## src/rtl/regfile_wb_arbiter.sv

```systemverilog
// regfile_wb_arbiter: write-back arbiter for the register file's single
// write port. Three producers (0 = ALU, 1 = load, 2 = link/exception)
// compete over valid/ready; at most one is granted per cycle and the
// winner is registered onto D_En/D_Addr/D.
// Optional feature macro: WB_RR_EN
//   defined   -> round-robin arbitration starting after last_grant
//   undefined -> fixed priority 0 > 1 > 2 (last_grant only records)
module regfile_wb_arbiter #(
    parameter int DW = 32,
    parameter int AW = 5,
    parameter int CW = 16
) (
    input  logic          clk,
    input  logic          reset,
    input  logic          wb_stall,
    input  logic [2:0]    req_valid,
    output logic [2:0]    req_ready,
    input  logic [AW-1:0] req_addr0,
    input  logic [AW-1:0] req_addr1,
    input  logic [AW-1:0] req_addr2,
    input  logic [DW-1:0] req_data0,
    input  logic [DW-1:0] req_data1,
    input  logic [DW-1:0] req_data2,
    output logic          D_En,
    output logic [AW-1:0] D_Addr,
    output logic [DW-1:0] D,
    output logic [CW-1:0] contention_cnt,
    output logic [1:0]    last_grant
);

    typedef struct packed {
        logic [AW-1:0] addr;
        logic [DW-1:0] data;
    } wb_req_t;

    wb_req_t    reqs [3];
    wb_req_t    win_req;
    logic [1:0] start;
    logic [1:0] win_idx;
    logic [2:0] grant;
    logic       xfer;
    logic       multi;

    assign reqs[0] = '{addr: req_addr0, data: req_data0};
    assign reqs[1] = '{addr: req_addr1, data: req_data1};
    assign reqs[2] = '{addr: req_addr2, data: req_data2};

`ifdef WB_RR_EN
    // Search begins one past the most recent winner, wrapping mod 3.
    assign start = (last_grant == 2'd2) ? 2'd0 : last_grant + 2'd1;
`else
    // Fixed priority: requester 0 always searched first.
    assign start = 2'd0;
`endif

    // Pick the first valid requester in search order; stall/reset mask all grants.
    always_comb begin
        logic [2:0] sum;
        logic [1:0] idx;
        logic       found;
        grant   = '0;
        win_idx = 2'd0;
        found   = 1'b0;
        for (int k = 0; k < 3; k++) begin
            sum = {1'b0, start} + 3'(k);
            idx = (sum >= 3'd3) ? 2'(sum - 3'd3) : sum[1:0];
            if (!found && req_valid[idx]) begin
                grant[idx] = 1'b1;
                win_idx    = idx;
                found      = 1'b1;
            end
        end
        if (reset || wb_stall) begin
            grant = '0;
        end
    end

    assign req_ready = grant;
    assign xfer      = |grant;
    assign win_req   = reqs[win_idx];
    assign multi     = (req_valid[0] & req_valid[1]) |
                       (req_valid[0] & req_valid[2]) |
                       (req_valid[1] & req_valid[2]);

    // Remember the winner; reset value 2 gives requester 0 first turn.
    always_ff @(posedge clk or posedge reset) begin
        if (reset) begin
            last_grant <= 2'd2;
        end else if (xfer) begin
            last_grant <= win_idx;
        end
    end

    // Register the granted write; R0 writes are consumed but not enabled.
    always_ff @(posedge clk or posedge reset) begin
        if (reset) begin
            D_En   <= 1'b0;
            D_Addr <= '0;
            D      <= '0;
        end else if (xfer) begin
            D_En   <= |win_req.addr;
            D_Addr <= win_req.addr;
            D      <= win_req.data;
        end else begin
            D_En   <= 1'b0;
        end
    end

    // Count cycles with 2+ valid requesters (stalled cycles too), saturating.
    always_ff @(posedge clk or posedge reset) begin
        if (reset) begin
            contention_cnt <= '0;
        end else if (multi && (contention_cnt != {CW{1'b1}})) begin
            contention_cnt <= contention_cnt + 1'b1;
        end
    end

endmodule
```

## config.mk

```make
export PLATFORM = sky130hd
export DESIGN_NAME = regfile_wb_arbiter
export DESIGN_NICKNAME = d
export VERILOG_FILES = /design/src/rtl/regfile_wb_arbiter.sv
export SDC_FILE = /design/constraint.sdc
export NUM_CORES = 1
export LEC_CHECK = 0
export ABC_AREA = 1
export CAP_MARGIN = 0
export CORE_MARGIN = 4
export CORE_UTILIZATION = 24
export DETAILED_ROUTE_END_ITERATION = 16
export HOLD_SLACK_MARGIN = 0.15
export MAX_ROUTING_LAYER = met4
export SLEW_MARGIN = 20
export SYNTH_ARGS = -nofsm -noshare
export SYNTH_HDL_FRONTEND = slang
export SYNTH_SLANG_ARGS = --single-unit
```

## constraint.sdc

```tcl
create_clock -name clk -period 4.85 [get_ports clk]
set_clock_uncertainty 0.2 [all_clocks]
set_input_delay 0.485 -clock clk [delete_from_list [all_inputs] [get_ports clk]]
set_output_delay 0.485 -clock clk [all_outputs]
set_load 0.005 [all_outputs]
```

==> reports/results.ini <==
[layout]
drive_above_1_share_pct = 4.46
synthToLayoutAreaGrowth_pct = 61.1
finalNonFillerCells = 804
diodes = 0
n_fill_cell = 1391
layout_commonest_cell = nand2_1
fin_nets = 745
final_core_util_pct = 39.7
final_cell_mix = nand2_1, clkdlybuf4s50_1, dfrtp_1

[power]
power.share.clock_pct = 27.9
sw_frac_of_total_pct = 27.7
power_frac_seq_pct = 40.8
power.leakage_nw = 2.32
power_switching_uw = 408
power_frac_comb_pct = 31.3
p_per_area_nw_per_um2 = 279
ir_drop_mv = 0.141
internal_power_mw = 1.07

[worst_setup_path]
required_ns = 4.16
cp_common_cell = clkdlybuf4s50_1
r2r-start = contention_cnt[0]
crit_arrival_ns = 2.50
cp-startpoint = req_valid[0]
critical_path.max_fanout = 39
end_kind = primary output
cp-start-kind = primary input
reg2reg_depth = 8
slowest_stage = clkdlybuf4s50_1
critical_path.cell_chain = clkdlybuf4s50_1 -> inv_1 -> nand2_2 -> nor2_1 -> clkdlybuf4s50_1
path_class = primary input to primary output
slowest_delay_ns = 0.54

[sta]
setup_slack_ns = 1.66
rsz0062_at_grt = no
min_period_ns = 3.19
worstMarginPinSlew_ns = 0.857
finalSetupTns_ns = 0
fmax_mhz = 314
max_slew_margin_pct = 42.8
finalSetupViolations = 0
hold_viol_final = 0
period_share_pct = 65.7
timing_max_transition_violations_final = 0

[grt]
grtUsageTotal_pct = 14.1
grt_pass1_vias = 3592
antenna_found_initial = 0
grt_pass1_wl_um = 17900
grt-ovfl-total = 0
grt_max_degree = 57

[yosys]
synthDistinctLibCells = 30
syn_area_sq_um = 3280
synthesis.instances = 467
synth.avg_cell_area_sq_um = 7.02
ys_warn_count = 0
ys_seq_area_share_pct = 42.8
synth.net_count = 585
synth_seq_cells = 56

[place]
gp_congestion = 0.880
port_buffers = 175
dp.cells = 796
place_ws_ns = 1.66
dp_hpwl_um = 8350

[clocking]
cts_hold_buf = 0
cts_tree = done
cts.sinks = 56
cts_resized = 0
clockBufferDepth = 2
clockRootBuffer = clkbuf_16
cts_setup_buffers = 0
htreeDepth = 2
clkSlewWorstSetupHoldPaths_ns = 0.07
cts_buffers = 5
insertion_delay_ns = 0.29

[status]
status = finished clean

[drt]
wire_per_inst_um = 13.4
viasPerCell = 4.40
drt-initial-drc-count = 132
drt_pass1_iterations = 4
ant_nets = 0
drc = 0
wirelength_um = 10800
vias = 3541

[min_path]
hold_depth = 2
hold_class = register to register
min-delay-start = last_grant[1]

[floorplan]
dieArea_sq_um = 15600
start_util_pct = 24.7
die_height_um = 125
ios = 176
num_rows = 42
core_sq_um = 13300
dieWidth_um = 125

[run]
cap_violations = 0

[synthesized netlist by cell type, drive strengths merged]
cell	number	share of area (%)
dfrtp	55	42
xnor2	7	1.9
or2	2	0.38
nand2	204	24
dfstp	1	0.80
a21oi	16	2.9
xor2	3	0.80
nor3	2	0.65
nand4	4	0.76
nand3b	2	0.46
nor2	44	5.5
ha	1	0.38
inv	18	2.1
nand3	39	6.1
buf	23	4.3
o21ai	45	7.1
clkbuf	1	0.15
[state kept, by name, indices dropped and copies added (netlist names)]
name,flops
contention_cnt,16
D_En,1
last_grant,2
D,32
D_Addr,5
[stage by stage]
step	area (sq um)	total power, mW	hold slack [ns]
floorplan	3280	0.786	0.263
global placement	5120	1.07	0.265
detailed placement	5120	1.08	0.268
CTS	5280	1.50	0.280
global route	5280	1.57	0.300
finish	5280	1.48	0.275
[area by class of cell]
class | instances | area [sq um] | share of cell area (%)
repair buffers | 177 | 1770 | 33.4
flip-flops and latches | 56 | 1400 | 26.5
clock inverters | 2 | 35.0 | 0.663
multi-input cells | 369 | 1660 | 31.5
inverters | 18 | 67.6 | 1.28
well taps | 176 | 220 | 4.17
clock buffers | 6 | 129 | 2.44
[worst max-delay path, delay by kind of cell]
family                 cells  cell delay [ns]
AND/OR/NAND/NOR            2             0.72
buffers and inverters      3             1.28
[cells by family after synthesis]
| kind of cell | count (synthesis) | synth area share [%] |
|---|---|---|
| AOI/OAI and AO/OA | 61 | 10.0 |
| DFF | 56 | 42.8 |
| xor gates and xnor gates | 10 | 2.67 |
| and+or+nand+nor | 297 | 37.7 |
| buffers and inverters | 42 | 6.52 |
| adders and majority gates | 1 | 0.381 |
[power by group through the flow]
stage | Sequential (mW) | Clock, mW | Combinational (mW)
detailed placement | 0.610 | 0 | 0.472
finish | 0.602 | 0.411 | 0.462
CTS | 0.603 | 0.426 | 0.472
global placement | 0.609 | 0 | 0.464
floorplan | 0.609 | 0 | 0.177
global route | 0.617 | 0.444 | 0.511
[final timing paths]
kind / endpoint / slack [ns]
max in group asynchronous: D[22] / 3.43
hold reg to reg: last_grant[1] / 0.27
setup reg to reg: contention_cnt[14] / 2.88
setup / recovery: req_ready[1] / 1.66
min in group asynchronous: D[0] / 0.54
hold / removal: last_grant[1] / 0.27
[per-layer routing]
| layer | up-vias | share of wire (%) | track usage [%] | routed length, um |
|---|---|---|---|---|
| li1 | 1804 | - | - | - |
| met1 | 1601 | 45 | 17.9 | 4810 |
| met2 | 125 | 47 | 23.0 | 5100 |
| met3 | 11 | 6.6 | 3.73 | 714 |
| met4 | 0 | 1.2 | 2.74 | 127 |
| met5 | - | 0 | - | 0 |
No activity file was read; power rests on OpenSTA's default activity.
==> patch 1, RTL diff (config.mk and constraints unchanged) <==
Register the output `contention_cnt` once more; this adds one clock of latency there. The other outputs are not delayed to match.
--- a/src/rtl/regfile_wb_arbiter.sv
+++ b/src/rtl/regfile_wb_arbiter.sv
@@ -32,6 +32,8 @@
         logic [AW-1:0] addr;
         logic [DW-1:0] data;
     } wb_req_t;
+
+    logic [CW-1:0] contention_cnt_s0;
 
     wb_req_t    reqs [3];
     wb_req_t    win_req;
@@ -109,10 +111,14 @@
     // Count cycles with 2+ valid requesters (stalled cycles too), saturating.
     always_ff @(posedge clk or posedge reset) begin
         if (reset) begin
-            contention_cnt <= '0;
-        end else if (multi && (contention_cnt != {CW{1'b1}})) begin
-            contention_cnt <= contention_cnt + 1'b1;
+            contention_cnt_s0 <= '0;
+        end else if (multi && (contention_cnt_s0 != {CW{1'b1}})) begin
+            contention_cnt_s0 <= contention_cnt_s0 + 1'b1;
         end
     end
 
+    always_ff @(posedge clk) begin
+        contention_cnt <= contention_cnt_s0;
+    end
+
 endmodule
Behaviour: not the same (a bounded check fails within 4 cycles, from zero or initial values and one cycle with reset high).
==> patch 1 against the unedited design <==
  * Global-route usage increased by 0.50 points
  * Design area is 9.7% higher
  * Synthesized cell count is 5.6% higher
  * Fmax increased by 2.2%
  * Sequential cell count rose by 16
  * Non-clock buffer count is 2 higher
  * Routed wire length grew 12%
  * Setup slack improved by 67 ps
  * Area after synthesis rose by 10%
  * Total power grew 31%
==> patch 1: results (changes against the unedited design) <==
| Metric | Value |
|---|---|
| Synth Area in Adders | 0.3463% (was 0.3815%) |
| Clock Latency Late Sink | 330 ps (was 290 ps) |
| FF-to-FF setup slack | 2890 ps (was 2880 ps) |
| Post-synthesis cell count | 493 (was 467) |
| First-pass GRT wire length | 18920 µm (was 17880 µm) |
| Synth Area in Compound Gates | 6.787% (was 9.996%) |
| Regs by FF count | D (32), contention_cnt (16), contention_cnt_s0 (16) (was D (32), contention_cnt (16), D_Addr (5)) |
| GRT met3 Usage | 2.520% (was 3.731%) |
| Placed instance area | 5483 µm² (was 5120 µm²) |
| Net switching power | 0.0004975 W (was 0.0004081 W) |
| Fraction of layout cells with a size suffix above 1 | 4.977% (was 4.459%) |
| Commonest cells post-synth | nand2_1 (210), dfrtp_1 (55), nor2_1 (50), nand3_1 (48), o21ai_1 (31) (was nand2_1 (200), dfrtp_1 (55), nor2_1 (42), o21ai_1 (39), nand3_1 (38)) |
| Hold Slack | 225.8 ps (was 274.6 ps) |
| Leak | 2.562 nW (was 2.319 nW) |
| Placer Congestion | 0.8295 (was 0.8798) |
| Worst setup path start | req_valid[1] (was req_valid[0]) |
| Status | finished clean (unchanged) |
| Synth unique cells | 28 (was 30) |
| Syn nets | 611 (was 585) |
| Hold Crit Start | contention_cnt_s0[14] (was last_grant[1]) |
| CTS Buf Count | 9 (was 5) |
| Number of DRC markers in iteration 0 | 224 (was 132) |
| Met2 usage in global routing | 23.90% (was 23.03%) |
| Hold Path Cell Cnt | 0 (was 2) |
| Post-DR wirelength/cell | 14.17 µm (was 13.38 µm) |
| Clock-net power | 0.000698 W (was 0.000411 W) |
| WL met3 | 598 µm (was 714 µm) |
| Critical R2R Capture | contention_cnt_s0[11] (was contention_cnt[14]) |
| Critical Path Max Stage Delay | 560 ps (was 540 ps) |
| Vias in the first global route | 3756 (was 3592) |
| Ranking of synthesized cells by area | dfrtp_1 (38%), nand2_1 (22%), dfxtp_1 (8.9%), nand3_1 (6.6%), nor2_1 (5.2%) (was dfrtp_1 (42%), nand2_1 (23%), o21ai_1 (6.0%), nand3_1 (5.8%), nor2_1 (4.8%)) |
| Reg2Reg Launch Point | contention_cnt_s0[0] (was contention_cnt[0]) |
| Gate power share | 24.1% (was 31.3%) |
| Worst rel slew slack | 42.86% (was 42.84%) |
[patch 1: cell count changes after synthesis, moves of 8 or more]
| cell | before | now |
|---|---|---|
| nand3_1 | 38 | 48 |
| dfxtp_1 | 0 | 16 |
| o21ai_0 | 4 | 13 |
| o21ai_1 | 39 | 31 |
| nand2_1 | 200 | 210 |
| nor2_1 | 42 | 50 |
| a21oi_1 | 14 | 0 |
[patch 1: cell type report]
type | count | area (µm²)
clock buffer | 11 | 232.7
clock inverter | 5 | 81.33
fill | 1478 | 8847
inverter | 18 | 67.56
multi-input combinational | 378 | 1680
sequential | 72 | 1723
tap | 184 | 230.2
timing repair buffer | 179 | 1782
[patch 1: worst max-delay path: cells and delay by family]
kind                   cells  cell delay, ps
buffers and inverters      2            1100
AND/OR/NAND/NOR            3             840
==> patch 2, RTL diff (config.mk and constraints unchanged) <==
Made on the original files. The parameter `CW` goes from 16 to 18.
--- a/src/rtl/regfile_wb_arbiter.sv
+++ b/src/rtl/regfile_wb_arbiter.sv
@@ -8,7 +8,7 @@
 module regfile_wb_arbiter #(
     parameter int DW = 32,
     parameter int AW = 5,
-    parameter int CW = 16
+    parameter int CW = 18
 ) (
     input  logic          clk,
     input  logic          reset,
Interface: changed (resized contention_cnt); port bits go from 176 to 178. No check against the original RTL was run, so the function may have changed too.
==> patch 2 against the unedited design <==
  * Sequential power increased by 5.1%
  * Sequential cell count increased by 2
  * Area after synthesis increased by 6.4%
  * Routed wire length increased by 8.3%
  * Design area increased by 6.4%
  * Setup slack improved by 360 ps
  * Total power increased by 19%
==> patch 2: results (changes against the unedited design) <==
| Metric | Value |
|---|---|
| Placed instance area | 5319 µm² (was 5120 µm²) |
| Leak | 2.495 nW (was 2.319 nW) |
| CTS Buf Count | 9 (was 5) |
| Placed cell count | 838 (was 796) |
| HPWL after DPL | 9096 µm (was 8348 µm) |
| Worst Hold End | D[28] (was last_grant[1]) |
| Regs by FF count | D (32), contention_cnt (18), D_Addr (5) (was D (32), contention_cnt (16), D_Addr (5)) |
| Initial antenna violation count | 0 (unchanged) |
| Worst VDD drop | 0.0001502 V (was 0.0001413 V) |
| Worst Reg-to-Reg Cells | 8 (unchanged) |
| Fraction of layout cells with a size suffix above 1 | 5.646% (was 4.459%) |
| Total track usage | 14.81% (was 14.14%) |
| CTS H-tree depth | 3 (was 2) |
| Placer Congestion | 0.9084 (was 0.8798) |
| Ranking of synthesized cells by area | dfrtp_1 (41%), nand2_1 (23%), nand3_1 (6.7%), nor2_1 (5.3%), o21ai_1 (4.3%) (was dfrtp_1 (42%), nand2_1 (23%), o21ai_1 (6.0%), nand3_1 (5.8%), nor2_1 (4.8%)) |
| Clock Latency Late Sink | 330 ps (was 290 ps) |
| Hold Slack | 288.5 ps (was 274.6 ps) |
| Post-synthesis cell count | 503 (was 467) |
| Port Buf Inserts | 177 (was 175) |
| Hold Crit Start | D[28] (was last_grant[1]) |
| Number of DRC markers in iteration 0 | 139 (was 132) |
| Commonest cells post-synth | nand2_1 (217), dfrtp_1 (57), nor2_1 (49), nand3_1 (47), o21ai_1 (30) (was nand2_1 (200), dfrtp_1 (55), nor2_1 (42), o21ai_1 (39), nand3_1 (38)) |
| Slowest-stage cell, CP | a21oi_4 (was clkdlybuf4s50_1) |
| Xor/xnor share of the synthesized area | 2.511% (was 2.671%) |
| Max Fclk | 353.7 MHz (was 313.7 MHz) |
| Critical R2R Capture | contention_cnt[2] (was contention_cnt[14]) |
| Post-DR wirelength/cell | 13.66 µm (was 13.38 µm) |
| CP arrival | 2790 ps (was 2500 ps) |
| Synth unique cells | 27 (was 30) |
| Slew @ Worst Pin | 821.1 ps (was 857.4 ps) |
| Antenna cells | 0 (unchanged) |
| Clk pin slew, worst setup/hold paths | 50 ps (was 70 ps) |
| Synth Area in Compound Gates | 8.070% (was 9.996%) |
| Largest net degree at the start of global routing | 68 (was 57) |
| Register area share after synthesis | 41.64% (was 42.77%) |
| First-pass GRT wire length | 18770 µm (was 17880 µm) |
| Status | finished clean (unchanged) |
| Fin nets | 787 (was 745) |
| FF-to-FF setup slack | 2980 ps (was 2880 ps) |
| Vias | 3828 (was 3541) |
| Vias in the first global route | 3964 (was 3592) |
| Top Family by Delay on Critical Path | buffers and inverters (unchanged) |
| Synth Area in Adders | 0.3587% (was 0.3815%) |
| Critical-path maximum fanout | 48 (was 39) |
| Worst slack at placement | 1626 ps (was 1660 ps) |
| Critical Path Max Stage Delay | 670 ps (was 540 ps) |
| Syn nets | 621 (was 585) |
| Final Non-Filler Cells | 853 (was 804) |
==> patch 2: cell types whose count changed after synthesis, sizes merged, moves of 2 or more <==
cell,delta
nand2,+18
nor2,+13
a21oi,-8
nand3,+8
inv,+3
dfrtp,+2
nand4,-2
==> patch 2: logic make-up (layout without fill, tap and decap cells) <==
group,after synthesis,count (layout)
xor gates and xnor gates,10,10
adders and majority gates,1,1
buffers and inverters,46,216
AOI/OAI and AO/OA,54,54
and+or+nand+nor,334,334
DFF,58,58
==> patch 2: worst max-delay path by stage <==
stage              from         to  cells after the start
4_1_cts        wb_stall      D[29]                      6
3_5_place_dp   wb_stall      D[29]                      6
2_1_floorplan     reset       D[0]                      1
5_1_grt        wb_stall  D_Addr[1]                      6
6_report       wb_stall      D[29]                      6
3_3_place_gp   wb_stall  D_Addr[0]                      6
==> patch 2: cell type report <==
cell class,instances,area [µm²]
inverters,21,78.83
fillers,1460,8418
clock inverters,2,35.03
multi-input cells,399,1768
well taps,180,225.2
flip-flops and latches,58,1453
repair buffers,180,1794
clock buffers,13,270.3
==> patch 2: per-layer routing <==
metal / vias up / wire (µm) / track usage (%) / share of wire, %
met3: 17 / 876 / 4.566 / 7.5
li1: 1920 / - / - / -
met5: - / 0 / - / 0
met2: 162 / 5570 / 23.69 / 48
met4: 0 / 271 / 6.115 / 2.3
met1: 1729 / 4931 / 17.31 / 42
==> patch 2: where the power goes <==
group | internal (W) | switching, W | total, W | leakage [nW]
clock network | 0.000436 | 0.000215 | 0.000650 | 0.152
registers | 0.000565 | 0.0000687 | 0.000633 | 0.734
logic | 0.000287 | 0.000190 | 0.000477 | 1.61
total | 0.00129 | 0.000474 | 0.00176 | 2.50
